--- src/rtl/oled_i2c_responder.sv ---
// oled_i2c_responder: SSD1306-style I2C target.
// Decodes the command set, holds display state, writes GDDRAM.
module oled_i2c_responder #(
  parameter logic [6:0] CHIP_ADDR = 7'h3C,
  parameter int COL_BITS = 7,
  parameter int PAGE_BITS = 3
) (
  input  logic clk,
  input  logic reset,
  input  logic scl_in,
  input  logic sda_in,
  output logic sda_oen,
  output logic fb_we,
  output logic [PAGE_BITS+COL_BITS-1:0] fb_addr,
  output logic [7:0] fb_wdata,
  output logic disp_on,
  output logic all_on,
  output logic inverse,
  output logic [7:0] contrast,
  output logic charge_pump,
  output logic cmd_strobe,
  output logic [7:0] cmd_byte,
  output logic cmd_unknown,
  output logic busy
);

  typedef enum logic [3:0] {
    IDLE, ADDR, ACK_ADDR, CTRL, ACK_CTRL,
    BYTE, ACK_BYTE, READ, WAIT_STOP
  } state_t;

  localparam logic [COL_BITS-1:0] C1 = 1;
  localparam logic [PAGE_BITS-1:0] P1 = 1;

  state_t state;
  logic [2:0] scl_p, sda_p;
  logic scl_rise, scl_fall, start_c, stop_c, sda_s;
  logic [3:0] cnt;
  logic [7:0] sr, rx_byte, op, status;
  logic [6:0] tx;
  logic byte_rx, rw, co, dc, mack;
  logic [1:0] mem_mode, pend;
  logic [COL_BITS-1:0] p0, col, col_s, col_e;
  logic [PAGE_BITS-1:0] page, page_s, page_e;

  // [0] metastable stage, [1] synchronized, [2] previous
  always_ff @(posedge clk or posedge reset) begin
    if (reset) begin
      scl_p <= 3'b111;
      sda_p <= 3'b111;
    end else begin
      scl_p <= {scl_p[1:0], scl_in};
      sda_p <= {sda_p[1:0], sda_in};
    end
  end

  assign sda_s    = sda_p[1];
  assign scl_rise = scl_p[1] & ~scl_p[2];
  assign scl_fall = ~scl_p[1] & scl_p[2];
  assign start_c  = scl_p[1] & scl_p[2] & sda_p[2] & ~sda_p[1];
  assign stop_c   = scl_p[1] & scl_p[2] & ~sda_p[2] & sda_p[1];
  assign status   = {1'b0, ~disp_on, 6'b0};

  always_ff @(posedge clk or posedge reset) begin
    if (reset) begin
      state       <= IDLE;
      sda_oen     <= 1'b1;
      fb_we       <= 1'b0;
      fb_addr     <= '0;
      fb_wdata    <= 8'h00;
      disp_on     <= 1'b0;
      all_on      <= 1'b0;
      inverse     <= 1'b0;
      contrast    <= 8'h7F;
      charge_pump <= 1'b0;
      cmd_strobe  <= 1'b0;
      cmd_byte    <= 8'h00;
      cmd_unknown <= 1'b0;
      busy        <= 1'b0;
      cnt         <= 4'd0;
      sr          <= 8'h00;
      rx_byte     <= 8'h00;
      op          <= 8'h00;
      tx          <= 7'h00;
      byte_rx     <= 1'b0;
      rw          <= 1'b0;
      co          <= 1'b0;
      dc          <= 1'b0;
      mack        <= 1'b0;
      mem_mode    <= 2'd2;
      pend        <= 2'd0;
      p0          <= '0;
      col         <= '0;
      col_s       <= '0;
      col_e       <= '1;
      page        <= '0;
      page_s      <= '0;
      page_e      <= '1;
    end else begin
      fb_we       <= 1'b0;
      cmd_strobe  <= 1'b0;
      cmd_unknown <= 1'b0;
      byte_rx     <= 1'b0;
      if (start_c) begin
        state   <= ADDR;
        cnt     <= 4'd0;
        sda_oen <= 1'b1;
        busy    <= 1'b1;
      end else if (stop_c) begin
        state   <= IDLE;
        sda_oen <= 1'b1;
        busy    <= 1'b0;
        pend    <= 2'd0;
      end else begin
        if (byte_rx && state == BYTE) begin
          if (dc) begin
            fb_we    <= 1'b1;
            fb_addr  <= {page, col};
            fb_wdata <= rx_byte;
            unique case (1'b1)
              mem_mode == 2'd0: begin
                if (col == col_e) begin
                  col  <= col_s;
                  page <= (page == page_e) ? page_s : page + P1;
                end else col <= col + C1;
              end
              mem_mode == 2'd1: begin
                if (page == page_e) begin
                  page <= page_s;
                  col  <= (col == col_e) ? col_s : col + C1;
                end else page <= page + P1;
              end
              default: col <= (col == col_e) ? col_s : col + C1;
            endcase
          end else if (pend != 2'd0) begin
            pend <= 2'd0;
            case (op)
              8'h81: contrast <= rx_byte;
              8'h8D: charge_pump <= rx_byte[2];
              8'h20: mem_mode <= (rx_byte[1:0] == 2'd3) ?
                                 2'd2 : rx_byte[1:0];
              8'h21: begin
                if (pend == 2'd2) begin
                  p0   <= rx_byte[COL_BITS-1:0];
                  pend <= 2'd1;
                end else begin
                  col_s <= p0;
                  col_e <= rx_byte[COL_BITS-1:0];
                  col   <= p0;
                end
              end
              8'h22: begin
                if (pend == 2'd2) begin
                  p0   <= rx_byte[COL_BITS-1:0];
                  pend <= 2'd1;
                end else begin
                  page_s <= p0[PAGE_BITS-1:0];
                  page_e <= rx_byte[PAGE_BITS-1:0];
                  page   <= p0[PAGE_BITS-1:0];
                end
              end
              default: ;
            endcase
          end else begin
            cmd_strobe <= 1'b1;
            cmd_byte   <= rx_byte;
            op         <= rx_byte;
            case (rx_byte)
              8'hAE: disp_on <= 1'b0;
              8'hAF: disp_on <= 1'b1;
              8'hA4: all_on  <= 1'b0;
              8'hA5: all_on  <= 1'b1;
              8'hA6: inverse <= 1'b0;
              8'hA7: inverse <= 1'b1;
              8'h81, 8'h8D, 8'h20: pend <= 2'd1;
              8'h21, 8'h22: pend <= 2'd2;
              default: cmd_unknown <= 1'b1;
            endcase
          end
        end
        if (state inside {ADDR, CTRL, BYTE} && scl_rise) begin
          sr  <= {sr[6:0], sda_s};
          cnt <= cnt + 4'd1;
          if (cnt == 4'd7) begin
            byte_rx <= 1'b1;
            rx_byte <= {sr[6:0], sda_s};
          end
        end
        unique case (state)
          ADDR: if (scl_fall && cnt == 4'd8) begin
            if (sr[7:1] == CHIP_ADDR) begin
              rw      <= sr[0];
              sda_oen <= 1'b0;
              state   <= ACK_ADDR;
            end else state <= WAIT_STOP;
          end
          CTRL: if (scl_fall && cnt == 4'd8) begin
            co      <= sr[7];
            dc      <= sr[6];
            sda_oen <= 1'b0;
            state   <= ACK_CTRL;
          end
          BYTE: if (scl_fall && cnt == 4'd8) begin
            sda_oen <= 1'b0;
            state   <= ACK_BYTE;
          end
          ACK_ADDR: if (scl_fall) begin
            cnt <= 4'd0;
            if (rw) begin
              tx      <= status[6:0];
              sda_oen <= status[7];
              state   <= READ;
            end else begin
              sda_oen <= 1'b1;
              state   <= CTRL;
            end
          end
          ACK_CTRL: if (scl_fall) begin
            sda_oen <= 1'b1;
            cnt     <= 4'd0;
            state   <= BYTE;
          end
          ACK_BYTE: if (scl_fall) begin
            sda_oen <= 1'b1;
            cnt     <= 4'd0;
            state   <= co ? CTRL : BYTE;
          end
          READ: begin
            if (scl_rise) begin
              cnt <= cnt + 4'd1;
              if (cnt == 4'd8) mack <= ~sda_s;
            end else if (scl_fall) begin
              if (cnt == 4'd9) begin
                if (mack) begin
                  tx      <= status[6:0];
                  sda_oen <= status[7];
                  cnt     <= 4'd0;
                end else begin
                  sda_oen <= 1'b1;
                  state   <= WAIT_STOP;
                end
              end else if (cnt == 4'd8) begin
                sda_oen <= 1'b1;
              end else begin
                tx      <= {tx[5:0], 1'b0};
                sda_oen <= tx[6];
              end
            end
          end
          default: ;
        endcase
      end
    end
  end

endmodule

--- config.mk ---
export PLATFORM = sky130hd
export DESIGN_NAME = oled_i2c_responder
export DESIGN_NICKNAME = d
export VERILOG_FILES = /design/src/rtl/oled_i2c_responder.sv
export SDC_FILE = /design/constraint.sdc
export NUM_CORES = 1
export LEC_CHECK = 0
export CAP_MARGIN = 20
export CORE_MARGIN = 2
export CORE_UTILIZATION = 40
export CTS_CLUSTER_DIAMETER = 40
export DETAILED_ROUTE_END_ITERATION = 10
export GPL_TIMING_DRIVEN = 0
export PLACE_DENSITY_LB_ADDON = 0.15
export SKIP_CTS_REPAIR_TIMING = 1
export SLEW_MARGIN = 40
export SYNTH_ARGS = -nofsm -noshare
export SYNTH_HDL_FRONTEND = slang
export SYNTH_SLANG_ARGS = --single-unit
--- constraint.sdc ---
create_clock -name clk -period 10.1 [get_ports clk]
set_input_delay 3.03 -clock clk [delete_from_list [all_inputs] [get_ports clk]]
set_output_delay 3.03 -clock clk [all_outputs]
set_load 0.02 [all_outputs]
==> metrics.md <==
| Metric | Value |
|---|---|
| Status | complete, no violations |
| Cts bufs inserted | 17 |
| Crit end category | output pin |
| Total negative slack | 0 ns |
| Synth top area cells | dfrtp_1 42%, mux2_2 15%, dfstp_2 11%, xnor2_1 2.3%, nand2_1 2.0% |
| Residual DRC count | 0 |
| Worst slew margin | 49.4% |
| Hold Crit Start | scl_p[0] |
| Hold EP | scl_p[1] |
| RSZ-0062 raised after global routing | no |
| Slew Viols, Final | 0 |
| Synth Flop Type | dfrtp_1 |
| R2R Path End | mem_mode[0] |
| Routed vias/inst | around 5.4 |
| Final WS setup | 5.48 ns |
| Synth Net Count | 500 |
| Initial antenna violation count | 0 |
| CTS tree | done |
| Synth top area share | 41.5% |
| Synth unique cells | 58 |
| Synth async-reset ratio | 100% |
| Starting DRT DRC Count | 231 |
| H-tree lvl count | 4 |
| Req. time, crit path | 7.07 ns |
| Worst EP arrival | 1.59 ns |
| IO Count | 47 |
| Yosys Warn Count | 0 |
| Vias in the first global route | roughly 4100 |
| DP HPWL | 9080 um |
| Syn Inst Count | between 400 and 500 |
| CTS clk-pin slew, worst paths | 0.06 ns |
| Die Y-Extent | ~120 um |
| Nets | 566 |
| Final count of hold timing violations | 0 |
| Later-pin clock latency in the skew report | 0.41 ns |
| # diodes | 0 |
| Min cycle time layout | 4.62 ns |
| Layout Skew | 0.00793 ns |
| Number of synthesized register bits | 120 |
| Depth of the most critical reg-to-reg path | 6 |
| Syn_area_per_cell | 11.7 sq um |
| Period utilization | 45.7% |
| Deepest clock path buffer count | 2 |
| EDFF count, synth | 0 |
| All-Layer GR Usage | 18.7% |
| Clock sink total | 120 |
| Worst vdd ir | 0.115 mV |
| Hold-critical path depth | 0 |
| Die W | 124 um |
| Largest area contributor in the netlist | dfrtp_1 |
| Via count | 4074 |
| Pwr Density | around 180 mW/mm^2 |
| First-pass GRT wire length | 21600 um |
| Port bufs | 46 |
| Routed Antenna Nets | 0 |
| Die ar. | 0.0153 sq mm |
| Clock root cell | clkbuf_16 |
| Filler cells | 1227 |
| P&R area growth vs syn | 23.7% |
| Largest family of logic cells by synthesized area | multiplexers |
| R2R Setup Slk | 7.46 ns |
| Slew @ Worst Pin | 0.759 ns |
| Layout cell share with drive strength beyond 1 | between 20% and 30% |
| Placed cell area | roughly 0.0064 sq mm |
| Buf+Inv Stages, Crit Path | 1 |
| Worst hold path type | flip-flop to flip-flop |
| Total of max-cap violations | 0 |
| WL/cell | 17.4 um |
| Row count | 43 |
| Crit path largest cell delay | between 0.6 and 0.7 ns |
| Initial DRT Pass Iterations | 4 |
| Multiplexer area fraction after synthesis | 17.3% |
| Place WS | 5.90 ns |
| Post-synthesis compound-gate area fraction | under 10% |
| Crit Path Category | flip-flop to output pin |
| Core area | 0.0139 sq mm |
| Final setup viols | 0 |
| Initial Utilization | 41.1% |
| DRT Wirelength | 13000 um |
| Critical path's top delay family | buffers and inverters |
| Stages on worst setup path | 1 |
| Sequential area share after synthesis | 53.0% |
| XOR/XNOR Fraction of Synth Area | 2.91% |
| Largest net degree at the start of global routing | 76 |
| Critical-path top delay cell | clkdlybuf4s50_1 |
| Setup crit start kind | flip-flop |
| FMAX | 217 MHz |
| Synth Area in Adders | 1.09% |
| Post-Synth Simple-Gate Area | 13.9% |
| Syn Std Cell Area | 0.00572 sq mm |
| Leak Pwr | 3.03 nW |
| Reg2reg start | sda_p[2] |
| Global route overflow | 0 |
| Post-route cell area | 0.00708 sq mm |
| Max FO, Critical Path | 8 |
| Worst Hold Margin | 0.355 ns |
| GPL Wtd Cong | 0.851 |
| Crit path cell chain | clkdlybuf4s50_1 |
per-stage QoR:
stage	instances	power [W]	util, %
3_3_place_gp	717	0.000657	46.0
6_report	750	0.00129	50.8
4_1_cts	750	0.00131	50.8
5_1_grt	750	0.00135	50.8
3_5_place_dp	718	0.000662	46.3
2_1_floorplan	491	0.000626	-
per-layer routing:
metal,track usage [%],routed length [um],vias up
met3,4.76,428,10
met1,25.3,6230,2053
li1,-,-,1931
met5,0,0,-
met2,29.1,6230,80
met4,6.61,154,0
synth_stat cells (4+ instances only):
cell type   n
a211oi_1    6
nor2_1     20
dfstp_2    25
a31oi_1     4
o41ai_1     4
ha_1        5
xnor2_1    15
inv_1      15
nand2b_1   10
and2_1      4
mux2_4      6
o21ai_0    23
nand2_1    31
dfrtp_1    95
nor3_1     12
nand3b_1    8
nand4_1     5
xor2_1      4
clkbuf_1   22
mux2_2     78
nor4_1      7
nor2b_1     4
a21oi_1    16
nand3_1    16
final cells by class:
cell class	instances	area, sq um	area share (%)
Buffer	24	91.3	1.29
Clock buffer	18	429	6.06
Clock inverter	14	195	2.76
Inverter	15	63.8	0.901
Multi-Input combinational cell	332	2550	36.1
Sequential cell	120	3030	42.9
Tap cell	180	225	3.18
Timing Repair Buffer	47	488	6.89
placed cells by master (no fill, tap or decap), types with 6 or more instances in the layout:
cell and instances:
dfstp_2 25, o21ai_0 23, a21oi_1 16, nand3b_1 8
nand3_1 16, mux2_4 6, nor4_1 7, dfrtp_1 95
mux2_2 78, clkdlybuf4s50_1 46, nor3_1 12, inv_1 14
nor2_1 20, nand2b_1 10, xnor2_1 15, nand2_1 31
clkbuf_16 17, clkbuf_1 23
power breakdown:
group          leakage, nW  switching, W  internal [W]
logic                 1.16     0.0000674     0.0000484
registers             1.57     0.0000302      0.000510
clock network        0.305      0.000221      0.000414
cell families after synthesis:
family,count (synthesis)
compound gates,80
xor+xnor,19
fa+ha+maj,5
buf+inv,39
flops,120
mux,86
simple gates,142
worst max-delay path by stage:
stage | start | endpoint | slack, ns
after floorplan | reset | all_on | 3.93
after global placement | reset | contrast[7] | 2.16
after detailed placement | reset | contrast[0] | 5.90
after CTS | op[0] | cmd_byte[0] | 5.45
after global routing | op[0] | cmd_byte[0] | 5.43
final | op[0] | cmd_byte[0] | 5.48
flip-flops by register name, indices dropped and copies added (netlist names), 8 cells and up:
| signal | cells |
|---|---|
| fb_wdata | 8 |
| sr | 8 |
| fb_addr | 10 |
| op | 8 |
| contrast | 8 |
| rx_byte | 8 |
Note: power is estimated with default switching activity, not from simulation.
